### config.mk
export PLATFORM = sky130hd
export DESIGN_NAME = adder_tree_operand_loader
export DESIGN_NICKNAME = d
export VERILOG_FILES = /design/src/rtl/adder_tree_operand_loader.sv
export SDC_FILE = /design/constraint.sdc
export NUM_CORES = 1
export LEC_CHECK = 0
export BUFFER_PORTS_ARGS = -buffer_cell sky130_fd_sc_hd__buf_2
export CAP_MARGIN = 30
export CORE_AREA = 10 10 189 191
export DETAILED_ROUTE_END_ITERATION = 10
export DIE_AREA = 0 0 199 201
export GPL_TIMING_DRIVEN = 0
export PLACE_DENSITY = 0.84
export SLEW_MARGIN = 20
export SYNTH_ARGS = -nofsm -noshare
export SYNTH_HDL_FRONTEND = slang
export SYNTH_SLANG_ARGS = --single-unit
### constraint.sdc
create_clock -name clk -period 21.9 [get_ports clk]
set_input_delay 4.38 -clock clk [delete_from_list [all_inputs] [get_ports clk]]
set_output_delay 4.38 -clock clk [all_outputs]
set_load 0.01 [all_outputs]
### src/rtl/adder_tree_operand_loader.sv
// Serial-to-parallel operand loader for the registered adder tree, with launch/sum_valid timing.
// Optional partial-group flush is enabled by defining OPERAND_LOADER_FLUSH_EN.
module adder_tree_operand_loader #(
    parameter int unsigned ADDER_WIDTH  = 28,
    parameter int unsigned NUM_OPERANDS = 8,
    parameter int unsigned TREE_LATENCY = 2,
    parameter int unsigned CNT_WIDTH    = 16
) (
    input  logic                                clk,
    input  logic                                rst,
    input  logic [ADDER_WIDTH-1:0]              in_data,
    input  logic                                in_valid,
    output logic                                in_ready,
    input  logic                                hold,
`ifdef OPERAND_LOADER_FLUSH_EN
    input  logic                                flush,
`endif
    output logic [NUM_OPERANDS*ADDER_WIDTH-1:0] ops,
    output logic                                launch,
    output logic                                sum_valid,
    output logic [CNT_WIDTH-1:0]                group_count,
    output logic [$clog2(NUM_OPERANDS):0]       fill_level
);

    localparam int unsigned IDX_W = $clog2(NUM_OPERANDS) + 1;

    typedef enum logic {
        COLLECT,
        FULL
    } state_t;

    state_t                              state;
    state_t                              state_next;
    logic [ADDER_WIDTH-1:0]              bank [NUM_OPERANDS];
    logic [IDX_W-1:0]                    index;
    logic [IDX_W-1:0]                    count_new;
    logic [IDX_W-1:0]                    launch_count;
    logic [TREE_LATENCY-1:0]             lat_sr;
    logic [NUM_OPERANDS*ADDER_WIDTH-1:0] launch_bus;
    logic                                accept;
    logic                                flush_req;
    logic                                group_done;
    logic                                do_launch;

    assign in_ready  = (state == COLLECT) && !rst;
    assign accept    = in_valid && in_ready;
    assign count_new = index + {{(IDX_W-1){1'b0}}, accept};

`ifdef OPERAND_LOADER_FLUSH_EN
    assign flush_req = flush && (index != '0);
`else
    assign flush_req = 1'b0;
`endif

    assign group_done = (state == COLLECT) &&
                        ((accept && (index == IDX_W'(NUM_OPERANDS - 1))) || flush_req);

    // In FULL, index keeps the group's word count so a held partial group launches correctly.
    assign fill_level = (state == FULL) ? IDX_W'(NUM_OPERANDS) : index;
    assign sum_valid  = lat_sr[TREE_LATENCY-1];

    always_ff @(posedge clk or posedge rst) begin
        if (rst) begin
            state <= COLLECT;
        end else begin
            state <= state_next;
        end
    end

    always_comb begin
        state_next   = state;
        do_launch    = 1'b0;
        launch_count = '0;
        case (state)
            COLLECT: begin
                if (group_done) begin
                    if (!hold) begin
                        do_launch    = 1'b1;
                        launch_count = count_new;
                    end else begin
                        state_next = FULL;
                    end
                end
            end
            FULL: begin
                if (!hold) begin
                    do_launch    = 1'b1;
                    launch_count = index;
                    state_next   = COLLECT;
                end
            end
            default: state_next = COLLECT;
        endcase
    end

    // Same-cycle word is merged in; slots beyond the group's count are zero-filled.
    always_comb begin
        launch_bus = '0;
        for (int unsigned k = 0; k < NUM_OPERANDS; k++) begin
            if (IDX_W'(k) < launch_count) begin
                if (accept && (IDX_W'(k) == index)) begin
                    launch_bus[k*ADDER_WIDTH +: ADDER_WIDTH] = in_data;
                end else begin
                    launch_bus[k*ADDER_WIDTH +: ADDER_WIDTH] = bank[k];
                end
            end
        end
    end

    always_ff @(posedge clk) begin
        if (accept) begin
            bank[index[IDX_W-2:0]] <= in_data;
        end
    end

    always_ff @(posedge clk or posedge rst) begin
        if (rst) begin
            index       <= '0;
            ops         <= '0;
            launch      <= 1'b0;
            group_count <= '0;
            lat_sr      <= '0;
        end else begin
            launch    <= do_launch;
            lat_sr[0] <= launch;
            for (int unsigned i = 1; i < TREE_LATENCY; i++) begin
                lat_sr[i] <= lat_sr[i-1];
            end
            if (do_launch) begin
                ops         <= launch_bus;
                index       <= '0;
                group_count <= group_count + CNT_WIDTH'(1);
            end else begin
                index <= count_new;
            end
        end
    end

endmodule
==> results of run 1 <==
==> worst max path at each step <==
stage                                 end  slack (ps)
6_report                         in_ready       12620
5_1_grt                          in_ready       12650
4_1_cts                          in_ready       12640
3_5_place_dp                     in_ready       12640
3_3_place_gp         ops[178]$_DFFE_PP0P_        7860
2_1_floorplan  group_count[0]$_DFFE_PP0P_       10710
==> layout by cell type (no fill, tap or decap), types with 9 or more instances in the layout <==
| cell type | count |
|---|---|
| nor2_1 | 117 |
| buf_6 | 9 |
| clkbuf_1 | 57 |
| nand2_1 | 238 |
| edfxtp_1 | 224 |
| buf_2 | 295 |
| clkbuf_16 | 45 |
| o21ai_0 | 218 |
| dfrtp_1 | 248 |
| buf_4 | 10 |
| mux2i_1 | 28 |
| o21ai_1 | 71 |
| clkinv_1 | 9 |
| xnor2_1 | 9 |
| o21ai_2 | 20 |
==> cells by family after synthesis <==
logic type / Yosys count / share of synthesized area
buffers and inverters: 83 / 0.02414
adders and majority gates: 3 / 0.002156
muxes: 28 / 0.01610
xor gates and xnor gates: 17 / 0.008551
DFF: 472 / 0.7427
and+or+nand+nor: 423 / 0.1053
AOI/OAI and AO/OA: 322 / 0.1010
==> flip-flops by register name (all words and copies together), names as in the netlist <==
name and cells:
bank 224, group_count 16, ops 224, state 1
launch 1, index 4, lat_sr 2
==> cell usage after synthesis (all sizes together) (7+ instances only) <==
master and number:
o21ai 309, dfrtp 248, nand2 238, edfxtp 224, nor2 124, clkbuf 46, buf 32, mux2i 28
nor3 13, xnor2 9, nor2b 8, xor2 8, nand3 7
==> layout make-up <==
class	count	area, µm²	share of cell area
Buffer	78	401.6	0.01920
Clock buffer	65	1241	0.05934
Clock inverter	15	65.06	0.003111
Antenna cell	2	5.005	0.0002393
Inverter	5	26.28	0.001256
Tap cell	408	510.5	0.02441
Timing Repair Buffer	290	1619	0.07741
Multi-Input combinational cell	793	4115	0.1967
Sequential cell	472	12930	0.6183
==> metal layers <==
layer	vias up	GRT usage
li1	5363	-
met1	5916	0.2943
met2	512	0.3805
met3	92	0.05147
met4	0	0.08286
met5	-	0
==> power breakdown <==
group / internal, mW / switching [mW] / leakage, nW
clock network: 0.392 / 0.309 / 0.642
registers: 1.13 / 0.114 / 5.34
logic: 0.225 / 0.407 / 3.06
total: 1.75 / 0.830 / 9.05
==> run summary, run 1 <==
======================================================================================
Number of flops mapped to enable cells by yosys                                    224
Wire length reported by the detailed router                                   47270 µm
Port buffer count                                                                  278
Time the final worst path needs with I/O delays and setup                      9283 ps
Via/cell ratio                                                                   5.584
Max Fanout on Critical Path                                                          7
HPWL after detailed placement                                                 33520 µm
Reg2Reg Setup Slack                                                           18430 ps
Post-Layout Inst Area                                                      0.02092 mm²
WL/cell                                                                       22.21 µm
Count of state elements after synthesis                                            472
FILL cells                                                                        2326
Number of hold buffers added after cts                                               0
Final count of hold timing violations                                                0
Gate count after technology mapping                                               1348
Wire length of the first global-routing pass                                  71110 µm
Endpoint of the worst hold-timing path                                    lat_sr[1]$_DFF_PP0_
Cell seen most often among critical-path stages                                  buf_2
Initial DRT Pass Iterations                                                          5
Via count of the first global-routing pass                                       12110
Actual slew at the worst max-slew pin                                          1199 ps
Status                                                                    finished clean
Buffer count from post-CTS setup fixing                                              0
Worst setup slack after placement                                             12640 ps
Cell count along the critical path                                                   3
Overflow left after global routing                                                   0
Source of the critical timing path                                                 rst
Worst hold slack                                                              356.9 ps
Total number of clock tree sinks                                                   472
Topmost layer with routed signal wires                                            met4
Final cycle utilization of the critical path                                    0.4239
Count of instances resized after the clock tree is built                             0
Layout overhead on the synthesized area                                         20.12%
Weighted congestion reported at the end of routability-driven placement         0.9312
Wire length on met2                                                           23470 µm
VDD IR-drop max                                                           0.00007525 V
Height of the chip                                                              201 µm
Number of antenna violations at the first check in global routing                    3
Core Footprint                                                             0.03204 mm²
Total die area                                                             0.04000 mm²
Sequential fraction of the synthesis area                                       0.7427
TritonCTS clock tree                                                             built
Path category of the worst min-delay check                                flop to flop
Setup Crit Path Kind                                                      input pin to output pin
Cts bufs inserted                                                                   45
Fin cells                                                                         2128
Leakage power total                                                           9.045 nW
Post-Place Cells                                                                  2046
Total buffers and inverters traversed by the critical path                           2
Unique cell type count in the Yosys netlist                                         51
Routed wl met3                                                                 4023 µm
Clock root buffer                                                            clkbuf_16
CTS clock-pin slew for the worst setup and hold paths                            60 ps
Number of DRC violations after detailed-routing iteration 0                        880
Site row count                                                                      66
Top Ports                                                                          279
H-Tree Level Count                                                                   2
Total standard cell area after synthesis                                   0.01741 mm²
Data arrival time at the worst-slack endpoint                                  4900 ps
Number of warnings issued by yosys                                                   0
FF-to-FF Start                                                            state$_DFF_PP0_
Setup Skew                                                                    12.64 ps
Worst-case reg-to-reg path depth                                                    11
Final core utilization                                                          0.6528
Cell area reported after detailed placement                                0.01961 mm²
Chip Width                                                                      199 µm
Number of vias in the routed layout                                              11880
Peak Freq                                                                   0.1077 GHz
Library cell with the largest summed area after synthesis                     edfxtp_1
Final count of pins violating max slew                                               0
Number of nets with antenna violations after detailed routing                        0
Reg-to-Reg End                                                            ops[149]$_DFFE_PP0P_
Number of cells traversed by the worst hold path                                     0
Cell types occupying the most area after synthesis                        edfxtp_1 (39%), dfrtp_1 (36%), o21ai_0 (6.3%), nand2_1 (5.1%), nor2_1 (2.7%)
Cell with the biggest individual delay on the critical path                      buf_2
Syn nets                                                                          1383
Setup repair after global routing missed its margin                              false
Largest net degree at the start of global routing                                   92
Share of layout cells above drive strength 1                                    0.2485
Async S/R FF share, synth                                                       0.5254
Top cell family by delay on the critical path                             buffers and inverters
Per-instance average area after synthesis                                    12.92 µm²
Total DRC errors in the routed layout                                                0
Rel. slew slack                                                                 0.2009
Startpoint type of the worst setup path                                      input pin
Total power density per cell area                                         123.4 mW/mm²
Setup violators final                                                                0
Overall power after layout                                                    2.580 mW
Number of buffers on the longest clock path                                          3
Final net count                                                                   1720
Worst Hold Launch                                                         lat_sr[0]$_DFF_PP0_
Area share of the leading cell type in the synthesized netlist                  0.3863
Required time worst endpoint                                                  17520 ps
Endpoint class of the critical path                                         output pin
Worst-skew pair later-pin latency                                               520 ps
Met1 routed wirelength after detailed routing                                 18430 µm
Slack of the critical path                                                    12620 ps
Worst path cell trace                                                     buf_2, nor2_1, buf_2
Initial core utilization                                                        0.5435
Number of max-cap violations                                                         0
Dominant register cell in the synthesized netlist                              dfrtp_1
Overall fraction of global-route tracks in use                                  0.2311
Final TNS setup                                                                   0 ps
Worst stage delay on the critical path                                          180 ps
======================================================================================
(Power assumes the default switching activity.)
==> inputs of run 2 (changes only) <==
- CORE_AREA: 10 10 189 191 -> 10 10 196 198
- DIE_AREA: 0 0 199 201 -> 0 0 206 208
- PLACE_DENSITY: 0.84 -> 0.82
- clock period: 21.9 -> 8.1 ns (I/O delays scaled with it)
==> run 2 against run 1 <==
- first-iteration DRC count shrank 17%
- combinational power grew to 2.7 times the previous value
- sequential share of layout area shrank 1.2 points
- critical path type is now input pin to flop
- critical endpoint is now ops[39]$_DFFE_PP0P_
==> run summary, run 2 (synthesis gave the netlist of run 1 again) <==
======================================================================================
Final count of pins violating max slew                                               0
Setup repair after global routing missed its margin                              false
Fraction of power consumed by combinational cells                                0.239
Share of layout cells above drive strength 1                                    0.2588
Time the final worst path needs with I/O delays and setup                      4016 ps
Overflow left after global routing                                                   0
Sw power                                                                      2.321 mW
Initial DRT Pass Iterations                                                          5
H-Tree Level Count                                                                   2
Layout overhead on the synthesized area                                         22.43%
Rel. slew slack                                                                 0.4324
Initial core utilization                                                        0.5066
Wire length of the first global-routing pass                                  73330 µm
Slack of the critical path                                                     4084 ps
Number of max-cap violations                                                         0
Number of DRC violations after detailed-routing iteration 0                        732
Worst setup slack after placement                                              3448 ps
CTS clock-pin slew for the worst setup and hold paths                            60 ps
Total power density per cell area                                         339.3 mW/mm²
Number of hold buffers added after cts                                               0
Buffer count from post-CTS setup fixing                                              0
Startpoint type of the worst setup path                                      input pin
Site row count                                                                      68
VDD IR-drop max                                                            0.0002553 V
Number of nets with antenna violations after detailed routing                        0
Total number of clock tree sinks                                                   472
Final cycle utilization of the critical path                                    0.4958
Worst Hold Launch                                                         lat_sr[0]$_DFF_PP0_
FF-to-FF Start                                                            state$_DFF_PP0_
Reg-to-Reg End                                                            ops[39]$_DFFE_PP0P_
Clock root buffer                                                            clkbuf_16
Most common cell after layout, fill and taps aside                               buf_2
Peak Freq                                                                   0.2490 GHz
Final core utilization                                                          0.6202
Endpoint class of the critical path                                               flop
Status                                                                    finished clean
Via/cell ratio                                                                   5.446
Top Ports                                                                          279
Core Footprint                                                             0.03437 mm²
Required time worst endpoint                                                   8510 ps
Setup Crit Path Kind                                                      input pin to flop
Worst-skew pair later-pin latency                                               560 ps
Area of all sequential standard cells                                      0.01293 mm²
Number of vias in the routed layout                                              11940
Post-Place Cells                                                                  2100
Final net count                                                                   1731
Weighted congestion reported at the end of routability-driven placement         0.8751
Cts bufs inserted                                                                   47
Worst-case reg-to-reg path depth                                                    12
Footprint of the multi-input gates                                        0.004115 mm²
HPWL after detailed placement                                                 34290 µm
Actual slew at the worst max-slew pin                                         851.4 ps
Data arrival time at the worst-slack endpoint                                  4430 ps
Total die area                                                             0.04285 mm²
Setup Skew                                                                    6.073 ps
Number of buffers on the longest clock path                                          3
Path category of the worst min-delay check                                flop to flop
Cell area reported after detailed placement                                0.01977 mm²
Sw Share                                                                        0.3208
Fin cells                                                                         2192
Setup violators final                                                                0
Total DRC errors in the routed layout                                                0
Chip Width                                                                      206 µm
Max Fanout on Critical Path                                                         10
Via count of the first global-routing pass                                       12380
TritonCTS clock tree                                                             built
Overall fraction of global-route tracks in use                                  0.2218
Reg2Reg Setup Slack                                                            4800 ps
Timing endpoint of the critical path                                      ops[39]$_DFFE_PP0P_
Cell-internal power                                                           4.913 mW
Count of instances resized after the clock tree is built                             0
Final TNS setup                                                                   0 ps
Post-Layout Inst Area                                                      0.02132 mm²
WL/cell                                                                       21.93 µm
Largest net degree at the start of global routing                                   35
Height of the chip                                                              208 µm
Commonest non-fill, non-tap cells in the layout                           buf_2 (295), dfrtp_1 (248), nand2_1 (238), edfxtp_1 (224), o21ai_0 (218)
Port buffer count                                                                  278
Proportion of power drawn by flip-flops and latches                              0.465
Wire length reported by the detailed router                                   48060 µm
Number of antenna violations at the first check in global routing                    3
Leakage power total                                                           9.213 nW
FILL cells                                                                        2558
Source of the critical timing path                                                 rst
Final count of hold timing violations                                                0
Power share of the clock group                                                   0.296
======================================================================================
-- run 2: worst max-delay path: stages --
cell      delay, ps
buf_2           170
or3b_1          400
buf_6           170
inv_1            70
ha_1            190
ha_1            260
nor2b_1         230
nand4b_1        120
a41oi_1         390
buf_2           300
clkbuf_1        320
o21ai_0         180
-- run 2: metal layers --
layer | share of wire | vias up | track usage
met1 | 0.39 | 5908 | 0.2764
met5 | 0 | - | 0
li1 | - | 5416 | -
met2 | 0.50 | 520 | 0.3746
met4 | 0.028 | 0 | 0.07150
met3 | 0.083 | 94 | 0.04972
-- run 2: worst min-delay path by stage --
stage / cells after the start / end / slack (ps)
2_1_floorplan: 0 / lat_sr[1]$_DFF_PP0_ / 330
3_3_place_gp: 0 / lat_sr[1]$_DFF_PP0_ / 340
3_5_place_dp: 0 / lat_sr[1]$_DFF_PP0_ / 340
4_1_cts: 0 / lat_sr[1]$_DFF_PP0_ / 350
5_1_grt: 0 / lat_sr[1]$_DFF_PP0_ / 360
6_report: 0 / lat_sr[1]$_DFF_PP0_ / 350
-- run 2: cell type report --
| class | count | share of cell area |
|---|---|---|
| Multi-Input combinational cell | 793 | 0.1930 |
| Sequential cell | 472 | 0.6066 |
| Antenna cell | 2 | 0.0002348 |
| Clock buffer | 69 | 0.06385 |
| Clock inverter | 19 | 0.007747 |
| Tap cell | 455 | 0.02670 |
| Timing Repair Buffer | 299 | 0.08193 |
| Inverter | 5 | 0.001056 |
| Buffer | 78 | 0.01884 |
-- run 2: stage by stage --
stage | total power [mW] | hold slack (ps)
2_1_floorplan | 4.224 | 331.2
3_3_place_gp | 5.017 | 336.2
3_5_place_dp | 5.134 | 341.3
4_1_cts | 7.277 | 354.6
5_1_grt | 7.591 | 356.0
6_report | 7.234 | 351.7
-- run 2: power by group through the flow --
stage	registers, mW	logic, mW	clock network (mW)
3_5_place_dp	3.39	1.74	0
3_3_place_gp	3.38	1.64	0
6_report	3.37	1.73	2.14
2_1_floorplan	3.57	0.654	0
5_1_grt	3.42	1.91	2.26
4_1_cts	3.36	1.75	2.17
